`src/rtl/uart_tx_fifo.sv`:
```
// uart_tx_fifo: byte FIFO between the UART receiver and transmitter on the
// echo path. Buffers single-cycle receive strobes and replays the bytes in
// order through the transmitter's send_data / send_data_complete handshake.
// A write arriving while full is dropped and raises the sticky overflow flag.
module uart_tx_fifo #(
  parameter int DATA_W     = 8,
  parameter int DEPTH_LOG2 = 4
) (
  input  logic                  clk,
  input  logic                  reset,
  input  logic [DATA_W-1:0]     wr_data,
  input  logic                  wr_valid,
  output logic [DATA_W-1:0]     tx_data,
  output logic                  send_data,
  input  logic                  send_data_complete,
  output logic                  full,
  output logic                  empty,
  output logic [DEPTH_LOG2:0]   count,
  output logic                  overflow,
  input  logic                  clr_overflow
);

  localparam int DEPTH = 1 << DEPTH_LOG2;
  localparam logic [DEPTH_LOG2:0]   FULL_CNT = {1'b1, {DEPTH_LOG2{1'b0}}};
  localparam logic [DEPTH_LOG2:0]   CNT_ONE  = {{DEPTH_LOG2{1'b0}}, 1'b1};
  localparam logic [DEPTH_LOG2-1:0] PTR_ONE  = {{(DEPTH_LOG2-1){1'b0}}, 1'b1};

  typedef enum logic [1:0] {
    IDLE = 2'd0,
    LOAD = 2'd1,
    SEND = 2'd2,
    GAP  = 2'd3
  } state_t;

  state_t state, state_nxt;

  logic [DATA_W-1:0]     mem [DEPTH];
  logic [DEPTH_LOG2-1:0] wr_ptr;
  logic [DEPTH_LOG2-1:0] rd_ptr;
  logic                  load;
  logic                  pop;
  logic                  push;
  logic                  drop;

  assign full  = (count == FULL_CNT);
  assign empty = (count == '0);

  // A pop frees a slot at the same edge, so a write into a full FIFO is
  // still accepted when the transmitter completes at that edge.
  assign push = wr_valid && (!full || pop);
  assign drop = wr_valid && !push;

  // Transmit FSM next-state: load on leaving IDLE, pop on leaving SEND.
  always_comb begin
    state_nxt = state;
    load      = 1'b0;
    pop       = 1'b0;
    case (state)
      IDLE: begin
        if (!empty) begin
          state_nxt = LOAD;
          load      = 1'b1;
        end
      end
      LOAD: state_nxt = SEND;
      SEND: begin
        if (send_data_complete) begin
          state_nxt = GAP;
          pop       = 1'b1;
        end
      end
      GAP: begin
        if (!send_data_complete) state_nxt = IDLE;
      end
      default: state_nxt = IDLE;
    endcase
  end

  // State register; send_data is registered from the next state so it is
  // high exactly while the FSM sits in SEND.
  always_ff @(posedge clk) begin
    if (reset) begin
      state     <= IDLE;
      send_data <= 1'b0;
    end else begin
      state     <= state_nxt;
      send_data <= (state_nxt == SEND);
    end
  end

  // Byte presented to the transmitter, captured only on IDLE->LOAD.
  always_ff @(posedge clk) begin
    if (reset) begin
      tx_data <= '0;
    end else if (load) begin
      tx_data <= mem[rd_ptr];
    end
  end

  // Storage write; contents need no reset.
  always_ff @(posedge clk) begin
    if (push) begin
      mem[wr_ptr] <= wr_data;
    end
  end

  // Pointers and occupancy; simultaneous push and pop leave count unchanged.
  always_ff @(posedge clk) begin
    if (reset) begin
      wr_ptr <= '0;
      rd_ptr <= '0;
      count  <= '0;
    end else begin
      if (push) wr_ptr <= wr_ptr + PTR_ONE;
      if (pop)  rd_ptr <= rd_ptr + PTR_ONE;
      case ({push, pop})
        2'b10:   count <= count + CNT_ONE;
        2'b01:   count <= count - CNT_ONE;
        default: count <= count;
      endcase
    end
  end

  // Sticky overflow; a drop at the same edge wins over a clear.
  always_ff @(posedge clk) begin
    if (reset) begin
      overflow <= 1'b0;
    end else if (drop) begin
      overflow <= 1'b1;
    end else if (clr_overflow) begin
      overflow <= 1'b0;
    end
  end

endmodule
```
`config.mk`:
```
export PLATFORM = sky130hd
export DESIGN_NAME = uart_tx_fifo
export DESIGN_NICKNAME = d
export VERILOG_FILES = /design/src/rtl/uart_tx_fifo.sv
export SDC_FILE = /design/constraint.sdc
export NUM_CORES = 1
export LEC_CHECK = 0
export BUFFER_PORTS_ARGS = -buffer_cell sky130_fd_sc_hd__buf_2
export CORE_ASPECT_RATIO = 2
export CORE_MARGIN = 5
export CORE_UTILIZATION = 60
export CTS_CLUSTER_SIZE = 16
export DETAILED_ROUTE_END_ITERATION = 10
export HOLD_SLACK_MARGIN = 0.12
export MAX_ROUTING_LAYER = met4
export PLACE_DENSITY = 0.74
export SETUP_SLACK_MARGIN = 0.02
export SLEW_MARGIN = 0
export SYNTH_ARGS = -nofsm -noshare
export SYNTH_HDL_FRONTEND = slang
export SYNTH_SLANG_ARGS = --single-unit
```
`constraint.sdc`:
```
create_clock -name clk -period 3.1 [get_ports clk]
set_input_delay 0.31 -clock clk [delete_from_list [all_inputs] [get_ports clk]]
set_output_delay 0.31 -clock clk [all_outputs]
set_load 0.05 [all_outputs]
```
Word level (Yosys, flattened, before mapping). Memory sizes are Yosys's and may differ from the RTL's. A register that Yosys moved wholly into a read port is not among the register bits. Cells that the tools add are included.

Register bits: 17. Bits in writable memories: 128. Bits of input ports: 13. Output and inout port bits: 17. Word-level logic and storage cells: 40. Memories kept: 1.

Memories: mem (depth 16, bits a word 8, rd ports 1, clocked after Yosys merged registers in 1, wr ports 1, RTL line 37) `logic [DATA_W-1:0] mem [DEPTH];`.

Add/sub/neg operators: 4. Equality and inequality tests: 7. Multiplexer cells: 13. Reduce and logical (&&, ||, !) cells: 9.

Operators by type and width (count): one-hot mux 5 bit (2 select lines) (1); adder 4 x 1 -> 4 bit, second input constant (2); equality test 2 bit, second input constant (4); two-way mux 1 bit (8); one-hot mux 2 bit (4 select lines) (1); two-way mux 2 bit (3); adder 5 x 1 -> 5 bit, second input constant (1); equality test 5 bit, second input constant (1); zero test 5 bit (1); subtractor 5 x 1 -> 5 bit, second input constant (1); equality test 2 x 1 -> 1 bit, second input constant (2); nonzero test 2 bit (2); logical AND 1 bit (2); zero test 1 bit (2); zero test 2 bit (1); logical OR 1 bit (1).

Depth between registers and ports, before layout.
Depth in word-level cells: 7. Gate-level depth with buffers: 10. Mapped depth without buffers: 9.

Worst setup path before layout. OpenSTA, ideal clock, no wires.

Path kind: reg-to-reg. Start point: reg count[0]. End point: mem mem[3][0], enable pin. Setup time: 383 ps. Arrival time: 1897 ps. Required time: 2717 ps. Slack: 819 ps. Cell stages (with the launch flop): 5. Path buffers: 0. Period minus slack after synthesis: 2281 ps. Cells stage by stage: dfxtp_1 nor4_4 a31oi_4 nand2_1 nor3_1.

Longest elaborated chain between the ends: 6.

Ends and longest elaborated chain: from (decl) (RTL line 18) `output logic [DEPTH_LOG2:0] count,`; from (signal assigned) (RTL line 117) `2'b10: count <= count + CNT_ONE;`; from (signal assigned) (RTL line 118) `2'b01: count <= count - CNT_ONE;`; from (signal assigned) (RTL line 119) `default: count <= count;`; equality test 5 bit (RTL line 45) `assign full = (count == FULL_CNT);`; zero test 1 bit (RTL line 50) `assign push = wr_valid && (!full || pop);`; logical OR 1 bit (RTL line 50); logical AND 1 bit (RTL line 50); two-way mux 1 bit (RTL line 102) `if (push) begin`; two-way mux 1 bit (implied by the code) (RTL line 103) `mem[wr_ptr] <= wr_data;`; to (decl) (RTL line 37).

Every way passes these cells.

Worst setup path in the final report.
Start point: reg state[1]. End point: reg count[4].

Longest elaborated chain between the ends: 6. Elaborated cells on any way between the ends: 8. Classes of those cells: eq/ne (3); mux (2); reduce/logical (3).

Ends and longest elaborated chain: from (decl) (RTL line 35) `state_t state, state_nxt;`; from (signal assigned) (RTL line 86) `state <= state_nxt;`; equality test 2 bit (*) (RTL line 58) `case (state)`; two-way mux 1 bit (*) (RTL line 58); logical OR 1 bit (RTL line 50); logical AND 1 bit (RTL line 50); equality test 2 x 1 -> 1 bit or equality test 2 bit (tied branches) (RTL line 116) `case ({push, pop})`; one-hot mux 5 bit (2 select lines) or nonzero test 2 bit (tied branches).

Every way passes the cells marked *; elsewhere a longest branch is shown, timed or not. A chain may end at the register's enable or synchronous reset.

==> reports/qor.csv <==
stage,metric,value,unit
detailed_routing,first_pass_iters,4,
timing,rsz0062_at_grt,no,
final_layout,insertedDiodeCount,0,
setup_path,crit_required,3.40,ns
logic_synthesis,ys.flop_type,edfxtp_1,
logic_synthesis,syn_area,6140,um^2
clock_tree,cts_tree,yes,
clock_tree,cts_made_buffers,17,
logic_synthesis,yosysUniqueCellTypes,42,
floorplanning,core,10100,um^2
logic_synthesis,ys_warn_count,0,
detailed_routing,avgViaCountPerCell,5.86,
logic_synthesis,yosysMostFrequentCell,edfxtp_1,
setup_path,endpoint_kind,flop,
timing,clock_skew,0.00771,ns
clock_tree,post_cts_resize_count,0,
logic_synthesis,synth_edf_count,128,
global_route,grt_max_degree,31,
power_and_ir_drop,p_total,5.18,mW
place,portBuffers,29,
timing,hold_viol,0,
logic_synthesis,syn_nets,401,
floorplanning,num_io_pins,30,
timing,fin_tns_setup,0,ns
setup_path,worstPathArrival,2.69,ns
clock_tree,cts_setup_buffers,0,
detailed_routing,ant_nets,0,
detailed_routing,routed_wl,12.1,mm
floorplanning,fp.dieH,153,um
run,drv_cap,0,
global_route,grt_first_pass_wirelength,18.8,mm
global_route,grt_overflow,0,
global_route,grt_pass1_vias,3487,
final_layout,finalNetCount,435,
logic_synthesis,yosys.area.top_type,edfxtp_1,
logic_synthesis,synthTopCellsByArea,"edfxtp_1 63%, dfxtp_1 8.1%, mux4_2 5.9%",
global_route,track_usage,22.2,%
detailed_routing,dr_total_vias,3287,
clock_tree,root_buffer,clkbuf_16,
setup_path,slowest_stage,dfxtp_1,
setup_path,startpoint_type,flop,
logic_synthesis,synth_seq_cells,153,
detailed_routing,routedWlPerCell,21.6,um
outcome,outcome,finished clean,
timing,fmax,0.418,GHz
timing,slew_viol_final,0,
final_layout,fin_cells,561,
timing,tightest_slew,0.774,ns
timing,period_needed,2.39,ns
clock_tree,cts_sinks,153,
logic_synthesis,yosysSeqAreaShare,70.7,%
floorplanning,row_count,52,
clock_tree,clkLatencyLatePin,0.42,ns
floorplanning,initial_core_util,60.9,%
worst_hold_path,hold_class,in2reg,
global_route,antenna_found_initial,0,
timing,setup_violations,0,
final_layout,area_delta_synth_final,15.0,%
setup_path,r2r_slack,0.71,ns
setup_path,path_cells,nand3b_4 -> nand2b_2 -> inv_2 -> ha_1 -> nor2b_1 -> o21ai_0 -> a211oi_1 -> a31oi_1 -> mux2_1,
setup_path,slowest_delay,0.53,ns
timing,slew_headroom,48.2,%
timing,fin_crit_sh,77.3,%
floorplanning,die_x,81.6,um
logic_synthesis,avgSynthCellArea,16.2,um^2
logic_synthesis,synth_top_area_share,62.6,%
setup_path,crit_fanout,7,
power_and_ir_drop,p_leak,2.34,nW
setup_path,crit_type,reg2reg,
final_layout,fin_util,70.1,%
clock_tree,cts_buffer_depth,2,
floorplanning,die-area,12500,um^2
power_and_ir_drop,ir_drop,0.000707,V
logic_synthesis,synth_commonest_cells,"128 x edfxtp_1, 48 x nor2_1, 35 x mux2i_1, 25 x dfxtp_1",
place,hpwlAfterDp,8.37,mm
detailed_routing,drc_errors,0,
final_layout,drive_gt1_share,22.1,%
place,dp_cells,529,
power_and_ir_drop,powerDensity,733,nW/um^2
clock_tree,path_clk_slew,0.06,ns
clock_tree,htreeDepth,4,
clock_tree,hold_buffers,0,
logic_synthesis,async_reset_ff_share,0,%
logic_synthesis,syn_inst,379,
place,finalWeightedCongestion,0.880,
detailed_routing,drtIter0Drc,206,
-- layer usage --
layer | routed length (um) | vias to the layer above | GRT usage [%]
met5 | 0 | - | -
met4 | 743 | 0 | 15.5
met3 | 530 | 39 | 4.48
met2 | 6780 | 105 | 37.8
met1 | 4060 | 1614 | 21.5
li1 | - | 1529 | -
-- kinds of logic after synthesis --
group | synth area share [%]
buffers and inverters | 2.34
AOI/OAI and AO/OA | 5.34
DFF | 70.7
muxes | 11.7
and+or+nand+nor | 6.78
xor gates and xnor gates | 1.14
adders and majority gates | 1.95
-- final cells by class --
type | instances | area (um^2)
tap | 135 | 169
timing repair buffer | 35 | 203
clock buffer | 17 | 425
sequential | 153 | 4350
clock inverter | 15 | 238
inverter | 8 | 30.0
fill | 649 | 3020
multi-input combinational | 198 | 1660
-- registers in the layout (all words and copies together) (netlist names) --
register / count
overflow: 1
tx_data: 8
rd_ptr: 4
count: 5
state: 2
wr_ptr: 4
mem: 128
send_data: 1
-- placed cells by master (no fill, tap or decap), types with 2 or more instances in the layout --
master,instances
a211oi_1,2
a21oi_1,5
a22oi_1,8
a311oi_1,8
buf_2,29
buf_4,5
bufinv_16,5
clkbuf_16,17
clkinvlp_4,3
dfxtp_1,24
edfxtp_1,128
ha_1,8
inv_1,7
inv_6,2
inv_8,3
mux2i_1,35
mux4_2,16
nand2_1,13
nand2b_1,2
nand3_1,2
nand4_1,2
nor2_1,48
nor2b_1,4
nor3_1,5
o22ai_1,16
xnor2_1,3
xor2_1,5
-- worst paths after layout --
| check | start | to | depth (start not counted) |
|---|---|---|---|
| worst max-delay path | state[1] | count[4] | 9 |
| worst min-delay path | wr_valid | overflow | 3 |
| worst max register to register | state[1] | count[4] | 9 |
| worst min register to register | overflow | overflow | 2 |
-- metrics by stage --
stage / hold slack (ns) / worst slack, ns / instance area [um^2]
6_report: 0.178 / 0.705 / 7070
3_5_place_dp: 0.472 / 0.728 / 6400
4_1_cts: 0.160 / 0.729 / 7070
3_3_place_gp: 0.466 / 0.797 / 6400
5_1_grt: 0.207 / 0.580 / 7070
2_1_floorplan: 0.409 / 0.819 / 6140
-- worst max-delay path: cells and delay by family, from the launching register on --
| family | cells | cell delay, ns |
|---|---|---|
| AOI/OAI and AO/OA | 3 | 0.48 |
| DFF | 1 | 0.53 |
| buffers and inverters | 1 | 0.10 |
| adders and majority gates | 1 | 0.26 |
| and+or+nand+nor | 3 | 0.57 |
| muxes | 1 | 0.34 |
-- where the power goes --
group | switching [mW] | total (mW) | internal [mW]
Clock | 0.832 | 2.28 | 1.45
Sequential | 0.0521 | 2.35 | 2.30
Combinational | 0.380 | 0.550 | 0.170
Power figures use the tool's default switching activity.
